### config.mk
export PLATFORM = sky130hd
export DESIGN_NAME = pid_loop_ctrl
export DESIGN_NICKNAME = d
export VERILOG_FILES = /design/src/rtl/pid_loop_ctrl.sv
export SDC_FILE = /design/constraint.sdc
export NUM_CORES = 1
export LEC_CHECK = 0
export BUFFER_PORTS_ARGS = -buffer_cell sky130_fd_sc_hd__buf_2
export CORE_ASPECT_RATIO = 1.75
export CORE_MARGIN = 1
export CORE_UTILIZATION = 45
export DETAILED_ROUTE_END_ITERATION = 10
export HOLD_SLACK_MARGIN = 0.06
export PLACE_DENSITY_LB_ADDON = 0.2
export SLEW_MARGIN = 20
export SYNTH_ARGS = -nofsm -noshare
export SYNTH_HDL_FRONTEND = slang
export SYNTH_SLANG_ARGS = --single-unit
### constraint.sdc
create_clock -name clk -period 2.7 [get_ports clk]
set_input_delay 0.54 -clock clk [delete_from_list [all_inputs] [get_ports clk]]
set_output_delay 0.54 -clock clk [all_outputs]
set_load 0.02 [all_outputs]
### src/rtl/pid_loop_ctrl.sv
// PID loop sequencer: sample tick, measurement handshake,
// error register and clamped actuator command around a PID datapath.
module pid_loop_ctrl #(
  parameter logic signed [15:0] U_MAX = 16'sd1000,
  parameter logic signed [15:0] U_MIN = -16'sd1000
) (
  input  logic               clk,
  input  logic               res,
  input  logic               en,
  input  logic [15:0]        div,
  input  logic signed [15:0] setpoint,
  input  logic signed [15:0] meas,
  input  logic               meas_valid,
  output logic               meas_ready,
  output logic signed [15:0] e_out,
  output logic               pid_step,
  output logic               pid_clr,
  input  logic signed [15:0] u_in,
  output logic signed [15:0] u_out,
  output logic               u_valid,
  output logic               sat,
  output logic               fault
);

  typedef enum logic [2:0] {
    IDLE,
    WAIT_TICK,
    WAIT_MEAS,
    STEP,
    UPDATE
  } state_t;

  state_t state;
  state_t state_nx;

  logic [15:0]        cnt;
  logic               tick;
  logic               hs;
  logic               clear;
  logic               miss;
  logic signed [16:0] err;
  logic signed [15:0] err_sat;
  logic signed [15:0] u_clamp;
  logic               u_clip;

  // div is compared live so a new period takes effect at once
  assign tick  = en && (cnt >= div);
  assign hs    = meas_ready && meas_valid;
  assign clear = res || !en;

  // missed sample or overrun of a step in flight
  assign miss = tick && (
    ((state == WAIT_MEAS) && !meas_valid) ||
    (state == STEP) ||
    (state == UPDATE));

  // 17-bit difference cannot overflow; saturate back to 16
  always_comb begin
    err     = {setpoint[15], setpoint} - {meas[15], meas};
    err_sat = err[15:0];
    if (err[16] != err[15])
      err_sat = err[16] ? 16'sh8000 : 16'sh7fff;
  end

  // actuator limit
  always_comb begin
    u_clamp = u_in;
    u_clip  = 1'b0;
    if (u_in > U_MAX) begin
      u_clamp = U_MAX;
      u_clip  = 1'b1;
    end else if (u_in < U_MIN) begin
      u_clamp = U_MIN;
      u_clip  = 1'b1;
    end
  end

  // sample-period counter
  always_ff @(posedge clk) begin
    if (clear)
      cnt <= '0;
    else if (tick)
      cnt <= '0;
    else
      cnt <= cnt + 16'd1;
  end

  // state register
  always_ff @(posedge clk) begin
    if (res)
      state <= IDLE;
    else
      state <= state_nx;
  end

  // next-state logic
  always_comb begin
    state_nx = state;
    if (!en) begin
      state_nx = IDLE;
    end else begin
      unique case (state)
        IDLE:      state_nx = WAIT_TICK;
        WAIT_TICK: if (tick) state_nx = WAIT_MEAS;
        WAIT_MEAS: if (meas_valid) state_nx = STEP;
        STEP:      state_nx = UPDATE;
        UPDATE:    state_nx = WAIT_TICK;
        default:   state_nx = IDLE;
      endcase
    end
  end

  // strobes; reset overrides so clr and step never overlap
  always_comb begin
    meas_ready = (state == WAIT_MEAS) && en && !res;
    pid_step   = (state == STEP) && !res;
    u_valid    = (state == UPDATE) && !res;
    pid_clr    = (state == IDLE) || res;
  end

  // error register, loaded on the measurement handshake
  always_ff @(posedge clk) begin
    if (clear)
      e_out <= '0;
    else if (hs)
      e_out <= err_sat;
  end

  // actuator command, loaded in the step cycle
  always_ff @(posedge clk) begin
    if (clear) begin
      u_out <= '0;
      sat   <= 1'b0;
    end else if (state == STEP) begin
      u_out <= u_clamp;
      sat   <= u_clip;
    end
  end

  // sticky fault until disabled or reset
  always_ff @(posedge clk) begin
    if (clear)
      fault <= 1'b0;
    else if (miss)
      fault <= 1'b1;
  end

endmodule

### Yosys cells after proc, flatten, opt, wreduce, memory -nomap -nowiden

Cells that the tools add are included.

* register bits: 53
* bits of input ports: 68

* add/subtract/negate cells: 2
* $lt $le $gt $ge: 3
* equality and inequality tests: 7
* multiplexer cells: 9
* bitwise gates (word level): 1
* reduce and logical (&&, ||, !) cells: 20

Operators by type and width (number)
* two-way mux 16 bit: 4
* subtractor 16 x 16 -> 17 bit: 1
* adder 16 x 1 -> 16 bit, second input constant: 1
* >= comparator 16 bit: 1
* greater-than comparator 16 x 11 -> 1 bit, second input constant: 1
* < comparator 16 x 11 -> 1 bit, second input constant: 1
* one-hot mux 3 bit (4 select lines): 1
* logical AND 1 bit: 8
* == test 3 x 2 -> 1 bit, second input constant: 2
* two-way mux 3 bit: 2
* OR reduction 2 bit: 3
* logical OR 1 bit: 4
* inequality test 2 bit, second input constant: 2
* == test 3 x 1 -> 1 bit, second input constant: 1
* == test 3 bit, second input constant: 1
* logical NOT 1 bit: 3
* logical NOT 3 bit: 1
* two-way mux 1 bit: 2
* AND reduction 2 bit: 1
* inequality test 1 bit: 1
* inverter 1 bit: 1

### Depth between registers and ports, before layout

* depth after elaboration: 5
* mapped depth: 13

### Worst setup path after synthesis

No wires, ideal clock.

* path type: input -> register
* from: input port setpoint[0]
* to: register e_out[13]
* arrival: 2.678 ns
* path slack: -0.104 ns
* stages on the path: 12
* path buffers: 1
* cells stage by stage: inv_1 ha_1 inv_1 fa_1 a211oi_1 o211ai_2 and3_1 a41oi_2 o32a_1 buf_6 nor3_1 or3_1

* cells in the longest elaborated chain, start to end: 3
* elaborated cells on any way between the ends: 4

Ends and longest elaborated chain
* start, declared: RTL line 11 `input logic signed [15:0] setpoint,`
* subtractor 16 x 16 -> 17 bit *: RTL line 59 `err = {setpoint[15], setpoint} - {meas[15], meas};`
* two-way mux 16 bit or inequality test 1 bit (tied branches): RTL line 62, 61
* two-way mux 16 bit *: RTL line 61 `if (err[16] != err[15])`
* end signal, assigned: RTL line 126 `e_out <= err_sat;`
* end, declared: RTL line 15 `output logic signed [15:0] e_out,`

Every way passes the cells marked *; elsewhere a longest branch is shown, timed or not.
A chain may end at the register's enable or synchronous reset.

### Final worst setup path

Same ends and word-level chain as after synthesis.

==> key figures <==
Layout
  – P&R area growth vs syn: 26.9%
  – Post-layout instance area: 4500 um^2
  – Commonest non-fill, non-tap cell in the layout: buf_2
  – Fin cells: 649
  – Area of the multi-input gates: 2230 um^2
  – Commonest cells after routing, fill and taps aside: 105 x buf_2, 53 x dfxtp_1, 44 x inv_1
  – Register area: 1060 um^2
  – Share of cells above drive strength 1: 29.8%
  – Core Util, Final: 59.0%
  – Fill cells: 724
  – NumNets Final: 664
  – Diode count: 0

Worst setup path
  – WP data arrival: 2.73 ns
  – Worst R2R Path Depth: 9
  – Setup CP Type: in2reg
  – Critical Path RT: 2.87 ns
  – CP endpoint kind: register
  – Worst R2R Start: cnt[9]
  – CP max FO: 3
  – FF-to-FF End: cnt[6]
  – R2R setup slack: 0.58 ns
  – CP Launch Type: input pin

Routing
  – Vias per cell: 5.28
  – Final ANT Viol Nets: 0
  – Wire per inst: 12.6 um
  – Pre-Repair DR Iteration Count: 4
  – Vias post-DR: 3,425
  – DRC: 0
  – Initial DRC count: 98
  – Final WL: 8.18 mm

Hold path
  – Hold EP: u_out[13]
  – Worst Hold Class: reg2reg
  – Min-delay src: u_out[13]
  – Worst Hold Depth: 2

Placed design
  – HPWL Detailed: 6.67 mm
  – Placed insts: 642
  – Gpl congestion: 0.774
  – Dpl ws: -0.184 ns
  – Port-buffer cells: 105
  – Placed instance area: 4330 um^2

Floorplanning
  – Die footprint: 8250 um^2
  – Initial Util: 46.5%
  – # IOs: 106
  – Row count: 42
  – Die Span Y: 119 um
  – Core Area: 7620 um^2
  – Die X: 69.1 um

STA
  – Final Hold Vio Count: 0
  – RSZ-0062 raised after global routing: no
  – Achievable frequency: 0.391 GHz
  – Tcrit/Tclk final: 94.8%
  – Worst Tran Pin Value: 0.586 ns
  – # setup viols final: 0
  – Slew Limit Fails: 0
  – PnR worst setup slack: 0.141 ns
  – Minimum clock period after layout: 2.56 ns
  – Worst clock skew: 0.00512 ns
  – Worst slew margin: 60.9%

Yosys
  – Post-synth cell types: 53
  – Post-synth EDFFs: 0
  – Synthesized area per cell: 8.11 um^2
  – Synth Register Bits: 53
  – Ys async rst share: 0%
  – Post-Syn Nets: 540
  – Ys flop type: dfxtp_1
  – Gate count of the mapped netlist: 437
  – Synthesized cell area: 3540 um^2
  – Synth warn: 0
  – Seq/Total Area, Yosys: 29.9%

Clock tree
  – CTS tree: done
  – Num CTS Buffers: 5
  – CTS sink count: 53
  – Clock tree root driver cell: clkbuf_16
  – Setup Buffers After CTS: 0
  – CTS max path bufs: 2
  – H-Tree Depth: 2
  – Clk_lat worst skew: 0.29 ns
  – Clk slew on worst S/H paths: 0.07 ns
  – Hold buffers post-CTS: 0

Pwr
  – Leak: 2.20 nW
  – Clock Power Share: 35.9%
  – P per Cell Area: 436 nW/um^2
  – Comb power frac: 23.9%
  – Design Power: 1.96 mW
  – Internal power: 1.46 mW
  – Flop pwr share: 40.2%
  – NetSw: 507 uW
  – Max VDD drop: 0.000249 V
  – Sw frac: 25.8%

Global routing
  – Total GRT Usage: 20.5%
  – Initial antenna violation count: 0
  – Largest net degree at the start of global routing: 26
  – Vias in the first global route: 3,367
  – First-pass GRT wire length: 14.0 mm
  – GR Overflow Total: 0

Outcome
  – Outcome: finished clean

Job
  – Max-cap violations: 0
==> routing by layer <==
layer,vias to the layer above,GRT usage (%),wire [um]
li1,1774,-,-
met1,1570,20.1,3120
met2,75,40.9,4560
met3,6,4.48,407
met4,0,7.02,91
met5,-,0,0
==> through the flow <==
step / setup TNS, ns / hold WS (ns)
2_1_floorplan: 0 / 0.437
3_3_place_gp: -1.48 / 0.438
3_5_place_dp: -1.99 / 0.441
4_1_cts: 0 / 0.450
5_1_grt: 0 / 0.470
6_report: 0 / 0.447
==> worst max path at each step <==
| stage | from | endpoint | depth (start not counted) |
|---|---|---|---|
| final | setpoint[0] | e_out[13] | 13 |
| after global routing | setpoint[0] | e_out[2] | 13 |
| after CTS | setpoint[0] | e_out[13] | 13 |
| after detailed placement | setpoint[0] | e_out[13] | 13 |
| after global placement | setpoint[0] | e_out[13] | 13 |
| after floorplan | setpoint[0] | e_out[13] | 12 |
==> synthesized netlist by cell type (13+ instances only) <==
cell       n  share of area (%)
clkbuf_1  14                1.5
a21oi_1   25                3.5
ha_1      34                 12
inv_1     44                4.7
xor2_1    14                3.5
nand3_1   22                3.1
nand2b_1  13                2.3
o21ai_0   18                2.5
nor2_1    35                3.7
dfxtp_1   53                 30
nand2_1   29                3.1
xnor2_1   13                3.2
==> cell type report <==
| class | instances | share of cell area, % |
|---|---|---|
| Multi-Input combinational cell | 319 | 49.5 |
| Clock buffer | 5 | 2.78 |
| Timing Repair Buffer | 138 | 17.2 |
| Clock inverter | 2 | 0.779 |
| Inverter | 44 | 3.67 |
| Sequential cell | 53 | 23.6 |
| Tap cell | 88 | 2.45 |
==> power by group through the flow <==
stage	registers [mW]	clock network [mW]	logic, mW
final	0.789	0.704	0.470
after global routing	0.789	0.753	0.528
after CTS	0.789	0.724	0.472
after detailed placement	0.807	0	0.470
after global placement	0.806	0	0.462
after floorplan	0.804	0	0.319
==> logic make-up (layout without fill, tap and decap cells) <==
family | count (synthesis) | after routing | share of synthesized area [%]
AND/OR/NAND/NOR | 140 | 140 | 19.3
AO/OA/AOI/OAI | 104 | 104 | 19.7
buffers and inverters | 65 | 189 | 7.77
flip-flops | 53 | 53 | 29.9
adder cells (fa/ha/maj) | 48 | 48 | 16.6
XOR/XNOR | 27 | 27 | 6.67
==> worst max-delay path, cell delays in order <==
cell and delay [ns]:
buf_2 0.10, inv_1 0.05, ha_2 0.17, inv_1 0.05, fa_2 0.35, a211oi_2 0.24, o211ai_2 0.13, and3_1 0.20
a41oi_2 0.15, o32a_1 0.22, buf_4 0.13, nor3_1 0.04, or3_1 0.36
==> registers in the layout, summed over array words and instances (netlist names) <==
name and count:
u_out 16, e_out 16, cnt 16, fault 1, state 3, sat 1
==> timing repair <==
| item | CTS | global route |
|---|---|---|
| setup endpoints to repair | 0 | 4 |
| endpoints found under the hold margin | 0 | 0 |
| gates resized for setup | 0 | 2 |
Note: power is estimated with default switching activity, not from simulation.
